<file path="src/rtl/wb_trace_collector.sv">
// Writeback trace collector: shadow register file, trace FIFO and register dump streamer.
// Optional running writeback signature enabled by defining WB_TRACE_SIG_EN.
`timescale 1ns/1ps
module wb_trace_collector #(
  parameter int DEPTH = 16,
  parameter int CNT_W = 16
) (
  input  logic             clk,
  input  logic             reset,
  input  logic             wb_e,
  input  logic [4:0]       wb_a,
  input  logic [31:0]      wb_d,
  input  logic [31:0]      pc_in,
  input  logic             dump,
  output logic             out_valid,
  input  logic             out_ready,
  output logic             out_kind,
  output logic [4:0]       out_addr,
  output logic [31:0]      out_data,
  output logic [31:0]      out_pc,
  output logic             overflow,
  output logic             busy,
  output logic             dump_done,
  output logic [CNT_W-1:0] event_count,
  output logic [31:0]      sig
);

  localparam int AW = (DEPTH > 1) ? $clog2(DEPTH) : 1;
  localparam logic [AW:0] FULL_CNT = (AW+1)'(DEPTH);

  typedef enum logic [1:0] {S_RUN, S_DRAIN, S_DUMP, S_DONE} state_t;

  state_t            state_q, state_d;
  logic [68:0]       mem_q [DEPTH];
  logic [AW-1:0]     wr_ptr_q, rd_ptr_q;
  logic [AW:0]       count_q, count_d;
  logic [31:0]       shadow_q [32];
  logic [4:0]        idx_q, idx_d;
  logic              overflow_q;
  logic [CNT_W-1:0]  event_count_q;

  logic        capture, fifo_full, fifo_nonempty, push, pop;
  logic [68:0] head;

  assign capture       = wb_e && (wb_a != 5'd0) && ((state_q == S_RUN) || (state_q == S_DRAIN));
  assign fifo_full     = (count_q == FULL_CNT);
  assign fifo_nonempty = (count_q != {(AW+1){1'b0}});
  // A pop in the same cycle never makes room for a push into a full FIFO.
  assign push          = capture && !fifo_full;
  assign pop           = ((state_q == S_RUN) || (state_q == S_DRAIN)) && fifo_nonempty && out_ready;
  assign head          = mem_q[rd_ptr_q];

  assign overflow    = overflow_q;
  assign event_count = event_count_q;

  always_comb begin
    state_d   = state_q;
    idx_d     = idx_q;
    out_valid = 1'b0;
    out_kind  = 1'b0;
    out_addr  = 5'd0;
    out_data  = 32'd0;
    out_pc    = 32'd0;
    busy      = 1'b0;
    dump_done = 1'b0;
    case (state_q)
      S_RUN, S_DRAIN: begin
        if (fifo_nonempty) begin
          out_valid = 1'b1;
          out_addr  = head[68:64];
          out_data  = head[63:32];
          out_pc    = head[31:0];
        end else begin
          out_valid = 1'b0;
        end
        if (state_q == S_RUN) begin
          state_d = dump ? S_DRAIN : S_RUN;
        end else begin
          busy    = 1'b1;
          state_d = (!fifo_nonempty && !push) ? S_DUMP : S_DRAIN;
        end
      end
      S_DUMP: begin
        busy      = 1'b1;
        out_valid = 1'b1;
        out_kind  = 1'b1;
        out_addr  = idx_q;
        out_data  = (idx_q == 5'd0) ? 32'd0 : shadow_q[idx_q];
        if (out_ready && (idx_q == 5'd31)) begin
          state_d = S_DONE;
          idx_d   = 5'd0;
        end else if (out_ready) begin
          idx_d = idx_q + 5'd1;
        end else begin
          idx_d = idx_q;
        end
      end
      S_DONE: begin
        dump_done = 1'b1;
      end
      default: begin
        state_d = S_RUN;
      end
    endcase
  end

  always_comb begin
    case ({push, pop})
      2'b10:   count_d = count_q + {{AW{1'b0}}, 1'b1};
      2'b01:   count_d = count_q - {{AW{1'b0}}, 1'b1};
      default: count_d = count_q;
    endcase
  end

  // Trace storage needs no reset: the occupancy count qualifies every read.
  always_ff @(posedge clk) begin
    if (push) begin
      mem_q[wr_ptr_q] <= {wb_a, wb_d, pc_in};
    end
  end

  always_ff @(posedge clk) begin
    if (reset) begin
      state_q       <= S_RUN;
      wr_ptr_q      <= {AW{1'b0}};
      rd_ptr_q      <= {AW{1'b0}};
      count_q       <= {(AW+1){1'b0}};
      idx_q         <= 5'd0;
      overflow_q    <= 1'b0;
      event_count_q <= {CNT_W{1'b0}};
      for (int i = 0; i < 32; i++) begin
        shadow_q[i] <= 32'd0;
      end
    end else begin
      state_q <= state_d;
      idx_q   <= idx_d;
      count_q <= count_d;
      if (push) begin
        wr_ptr_q <= wr_ptr_q + {{(AW-1){1'b0}}, 1'b1};
        if (event_count_q != {CNT_W{1'b1}}) begin
          event_count_q <= event_count_q + {{(CNT_W-1){1'b0}}, 1'b1};
        end
      end
      if (pop) begin
        rd_ptr_q <= rd_ptr_q + {{(AW-1){1'b0}}, 1'b1};
      end
      if (capture) begin
        shadow_q[wb_a] <= wb_d;
        if (fifo_full) begin
          overflow_q <= 1'b1;
        end
      end
    end
  end

`ifdef WB_TRACE_SIG_EN
  logic [31:0] sig_q;

  always_ff @(posedge clk) begin
    if (reset) begin
      sig_q <= 32'd0;
    end else if (capture) begin
      sig_q <= {sig_q[30:0], sig_q[31]} ^ wb_d ^ {27'b0, wb_a};
    end
  end

  assign sig = sig_q;
`else
  assign sig = 32'd0;
`endif

endmodule

</file>
<file path="config.mk">
export PLATFORM = sky130hd
export DESIGN_NAME = wb_trace_collector
export DESIGN_NICKNAME = d
export VERILOG_FILES = /design/src/rtl/wb_trace_collector.sv
export SDC_FILE = /design/constraint.sdc
export NUM_CORES = 2
export LEC_CHECK = 0
export ABC_AREA = 1
export CAP_MARGIN = 25
export CORE_MARGIN = 4
export CORE_UTILIZATION = 40
export DETAILED_ROUTE_END_ITERATION = 10
export GPL_ROUTABILITY_DRIVEN = 0
export SYNTH_ARGS = -nofsm -noshare
export SYNTH_HDL_FRONTEND = slang
export SYNTH_SLANG_ARGS = --single-unit
</file>
<file path="constraint.sdc">
create_clock -name clk -period 5.05 [get_ports clk]
set_input_delay 0.7575 -clock clk [delete_from_list [all_inputs] [get_ports clk]]
set_output_delay 0.7575 -clock clk [all_outputs]
set_load 0.03 [all_outputs]
</file>
; Word level (Yosys, flattened, before mapping)
; Memory sizes are Yosys's and may differ from the RTL's. A register that Yosys moved wholly into a read port is not among the register bits.
; Cells that the tools add are included.
[classes]
eq_ne = 9
n_mux = 35
add_sub_neg = 6
n_reduce_logical = 24
[op_table]
columns = operator, count
row1 = two-way mux 32 bit, 5
row2 = one-hot mux 32 bit (2 select lines), 1
row3 = OR reduction 32 bit, 1
row4 = two-way mux 5 bit, 6
row5 = one-hot mux 5 bit (2 select lines), 2
row6 = adder 16 x 1 -> 16 bit (second input constant), 1
row7 = inequality test 16 bit (second input constant), 1
row8 = two-way mux 1 bit, 13
row9 = adder 5 x 1 -> 5 bit (second input constant), 2
row10 = equality test 5 bit (second input constant), 2
row11 = nonzero test 5 bit, 2
row12 = adder 4 x 1 -> 4 bit (second input constant), 2
row13 = two-way mux 4 bit, 2
row14 = AND reduction 2 bit, 4
row15 = logical AND 1 bit, 7
row16 = equality test 2 bit (second input constant), 3
row17 = two-way mux 2 bit, 3
row18 = nonzero test 2 bit, 3
row19 = zero test 5 bit, 1
row20 = subtractor 5 x 1 -> 5 bit (second input constant), 1
row21 = equality test 2 x 1 -> 1 bit (second input constant), 2
row22 = one-hot mux 1 bit (2 select lines), 2
row23 = one-hot mux 2 bit (2 select lines), 1
row24 = zero test 1 bit, 3
row25 = 4 further kinds, 4
[totals]
elab_cells = 83
input_bits = 74
reg_bits = 37
ram_bits = 2128
output_inout_bits = 122
n_memories = 2
[mem_list]
columns = memory, depth, width, read_ports, rd_ports_with_merged_regs, write_ports, line
row1 = mem_q, 16, 69, 1, 1, 1, 34  ; logic [68:0] mem_q [DEPTH];
row2 = shadow_q, 32, 32, 1, 1, 32, 37  ; logic [31:0] shadow_q [32];

; Logic depth before layout (Yosys ltp)
[depth]
ltp_word = 9
mapped_depth = 19
mapped_depth_nobuf = 19

; Least setup slack after synthesis
; OpenSTA, ideal clock, no wires.
[synth_path]
path_type = input port to flip-flop
startpoint = in wb_e
endpoint = mem mem_q[11][0] (enable)
required_ns = 4.553
path_buffers = 0
stages = 6
arrival_ns = 4.362
slack_ns = 0.192
setup_time_ns = 0.497
path_cell_list = inv_1 -> nor2_1 -> nand3_1 -> inv_1 -> nand2_1 -> nor2_1
[synth_via]
elab_chain_cells = 5
[synth_lines]
columns = item, line
row1 = from (decl), 10  ; input logic wb_e,
row2 = logical AND 1 bit (2 in a row), 45  ; assign capture = wb_e && (wb_a != 5'd0) && ((state_q == S_RUN) || (state_q == S_DRAIN));
row3 = logical AND 1 bit, 49  ; assign push = capture && !fifo_full;
row4 = two-way mux 1 bit, 117  ; if (push) begin
row5 = two-way mux 1 bit (implied by the code), 118  ; mem_q[wr_ptr_q] <= {wb_a, wb_d, pc_in};
row6 = to (decl), 34
; Every way passes these cells.

==> results.md <==
Status:
- The run finished with clean final reports.

CTS:
- The number of clock sinks is 2174.
- The hold-fix buffer count after cts is 0.
- The clock-pin slew on the worst setup and hold paths is 0.06 ns.
- At the later pin of the worst-skew pair, clock insertion delay measures 0.88 ns.
- The number of H-tree levels is 4.
- The CTS root buffer is clkbuf_16.
- The clock tree from TritonCTS is done.
- Buffers inserted during clock tree synthesis total 218.
- The maximum clock insertion buffer count is 3.

Min path:
- Along the worst hold path, the cell count comes to 2.
- The hold path startpoint is reset.
- The path class of the tightest hold or removal check is input pin to flop.
- The worst hold path terminates at event_count[14]$_SDFFE_PP0P_.

Route:
- The iteration-0 DRC count of the detailed router is 7897.
- Using the TritonRoute via totals, the vias-per-cell ratio works out to 5.603.
- The remaining number of nets flagged by the antenna check after routing is 0.
- For this block, the via count after detailed routing is 64312.
- The post-detailed-route wirelength per cell is 24.34 um.
- For this run, design rule violations remaining after detail routing come to 0.
- The final routed wirelength across all metal layers is 279400 um.
- The number of search-and-repair iterations in the first detailed-routing pass is 6.

Synth:
- After synthesis, the netlist uses 36 different library cells.
- Averaged over all synthesized cells, the footprint is 11.06 sq um.
- The synthesized design devotes to its leading area cell type 69.74% of total area.
- The sequential element share of the synthesized area is 70.75%.
- The register bit total from synthesis is 2174.
- The most instantiated flip-flop cell in the synthesis netlist is edfxtp_1.
- The cell type contributing the most total cell area after synthesis is edfxtp_1.
- The area of the mapped netlist is 0.09163 sq mm.
- After synthesis, the share of flip-flops with an asynchronous set or reset is 0%.
- In the post-synthesis netlist, the biggest area contributors are edfxtp_1, nor2_1, nand2_1.
- The number of warnings reported in the yosys synthesis log is 0.
- The number of synthesized flops with an enable pin is 2128.
- Synthesis handed over a netlist of 8287 instances.

Timing:
- The total count of max-transition violations in the final report is 0.
- Setup repair after global routing left no endpoint under its margin.
- The actual slew at the worst max-slew pin is 1.086 ns.
- The final worst-path setup slack is 0.08072 ns.
- Headroom to the max-slew limit came out at 27.57%.
- The clock skew is 0.06057 ns.
- The highest achievable clock rate is 201.2 MHz.
- The number of failing hold endpoints at the final stage was 0.
- Hold is met by 0.2811 ns.
- In the finished design, the share of the clock period the worst path needs comes to 98.40%.
- The final period demand of the worst path is 4.969 ns.
- The setup violation total in the final timing report is 0.

Worst setup path:
- The delay of the slowest cell on the worst path is 0.76 ns.
- The largest fanout on the critical path is 103.
- Data on the critical path arrives at its endpoint at 4.21 ns.
- The endpoint kind of the worst setup timing path is a primary output.
- The capture point of the worst reg-to-reg path is count_q[4]$_SDFFE_PP0P_.
- Data on the critical path is required at its endpoint by 4.29 ns.
- The worst setup path is launched from a flop.
- The critical path goes through buf_12, nand2_1, nand3_1, nand3_1, nand2_1, nand2_1, nand3_1, nand3_1, a21oi_1, clkdlybuf4s50_1.
- The master of the slowest instance on the critical path is clkdlybuf4s50_1.
- The number of buffers and inverters on the critical path is 2.
- On the critical path the largest part of the delay comes from buffers and inverters.
- The worst setup slack for register-to-register paths is 1.69 ns.
- Among the stages of the critical path, the cell type that occurs most often is nand3_1.
- In this run the critical register-to-register path is launched from state_q[0]$_SDFFE_PP0P_.
- The setup path with the least slack is of type flop to primary output.
- The worst register-to-register path has a depth of 18.

Placement:
- The number of port buffers is 163.
- The worst setup timing slack at the placement stage is 0.3878 ns.
- The HPWL after detailed placement is 150000 um.
- After detailed placement, the design holds a cell count of 11065.

Global route:
- Global routing finished with a remaining overflow of 0.
- Entering global routing, the biggest net connects 148 pins.
- The combined global-route utilization of all metal layers is 23.00%.
- The wire length of the first global-routing pass is 410000 um.
- The initial antenna violation count came to 8.
- The number of global-route vias before repair is 61026.

Layout:
- The final cell count without fillers is 11479.
- Registers take 0.06485 sq mm.
- The library cells used most frequently in the layout, excluding fill and tap cells, are edfxtp_1, nor2_1, nand2_1.
- The filler cell count is 20518.
- Cells with a size suffix above 1 make up 7.138% of the layout.
- Leaving out fill and tap cells, the most frequent cell in the layout is edfxtp_1.
- Relative to the synthesized area, the layout overhead comes to 13.68%.
- The combined area of the multi-input logic cells is 0.02391 sq mm.
- For this run, the post-layout net count is 8373.

Die:
- The die outline height is 486.6 um.
- The area of the placeable core is 0.2277 sq mm.
- The die extent in x is 486.6 um.
- The initial core utilization is 40.24%.
- 196 I/O pins were placed.
- The number of cell rows is 175.
- The total die area is 0.2368 sq mm.

Power and ir drop:
- The completed layout was analyzed and its total power is 47890 uW.
- In this run the power density over the cells is 459.8 mW/mm^2.
- IR analysis of the VDD net gives a maximum drop of 0.4190 mV.
- The analysis attributes to cell leakage a power of 0.03707 uW.

Job:
- Across the run, the number of max-cap violations was 0.
[final cells by class]
cell class | count | area share (%)
diodes | 8 | 0.01922
clock buffers | 273 | 5.497
clock inverters | 128 | 1.130
inverters | 110 | 0.4409
multi-input cells | 5374 | 22.96
flip-flops and latches | 2174 | 62.26
well taps | 3009 | 3.615
repair buffers | 403 | 4.082
[report_power, final]
part	leakage [uW]	total (uW)	internal (uW)	switching, uW
clock network	0.00338	15800	8850	6930
registers	0.0209	20900	20600	275
logic	0.0128	11200	3120	8130
total	0.0371	47900	32600	15300
[synthesized netlist by cell type, types with 2 or more instances]
cell type,n
nor3_1,14
o21ai_0,538
nor2_2,3
nor2_1,1758
clkbuf_1,438
a21oi_1,121
edfxtp_1,2128
dfxtp_1,46
xnor2_1,4
nand3_1,1030
buf_4,39
nand4_1,2
inv_2,4
nand2_1,1523
nor3b_1,2
a31oi_1,2
nor3_2,2
buf_1,67
ha_1,18
buf_2,146
o221ai_1,116
o22ai_1,12
xor2_1,9
o21ai_1,31
o211ai_1,116
nor4_1,3
inv_1,105
buf_6,2
[layer usage]
metal	wire [um]	part of all wire (%)	global-route usage (%)
met4	12720	4.6	9.887
met2	128100	46	35.87
met3	25470	9.1	3.960
met1	113100	40	31.84
met5	0	0	0
[what timing repair did]
item                       4_1_cts  5_1_grt
setup endpoints to repair       34       21
buffers inserted                 1        2
gates cloned                     0        0
hold endpoints to repair         0        0
gates resized for setup         23       11
[flip-flops by register name (all words and copies together), names as in the netlist, named ones only]
register	flops
mem_q	1104
shadow_q	1024
event_count	16
count_q	5
idx_q	5
rd_ptr_q	4
wr_ptr_q	4
overflow	1
state_q	1
[cell families (layout without fill, tap and decap cells)]
family	Yosys count	count (layout)	synth area share [%]
XOR/XNOR	13	13	0.1243
buffers and inverters	802	914	3.661
AO/OA/AOI/OAI	941	941	5.966
flip-flops	2174	2174	70.75
other	1	72	0.004093
adder cells (fa/ha/maj)	18	18	0.2458
AND/OR/NAND/NOR	4338	4338	19.25
[worst max path at each step]
stage / cells past startpoint / slack [ns] / to
2_1_floorplan: 6 / 0.19 / mem_q[11][0]$_DFFE_PP_
3_3_place_gp: 10 / 0.39 / out_data[20]
3_5_place_dp: 10 / 0.39 / out_data[20]
4_1_cts: 12 / -0.01 / out_data[30]
5_1_grt: 11 / 0.003 / out_data[5]
6_report: 10 / 0.08 / out_data[5]
[metrics by stage]
stage / TNS (ns) / instance area [sq um] / util [%]
after floorplan: 0 / 91860 / -
after global placement: 0 / 96990 / 42.59
after detailed placement: 0 / 96990 / 42.59
after CTS: -0.01247 / 104000 / 45.68
after global routing: 0 / 104200 / 45.74
final: 0 / 104200 / 45.74
Power figures use the tool's default switching activity.
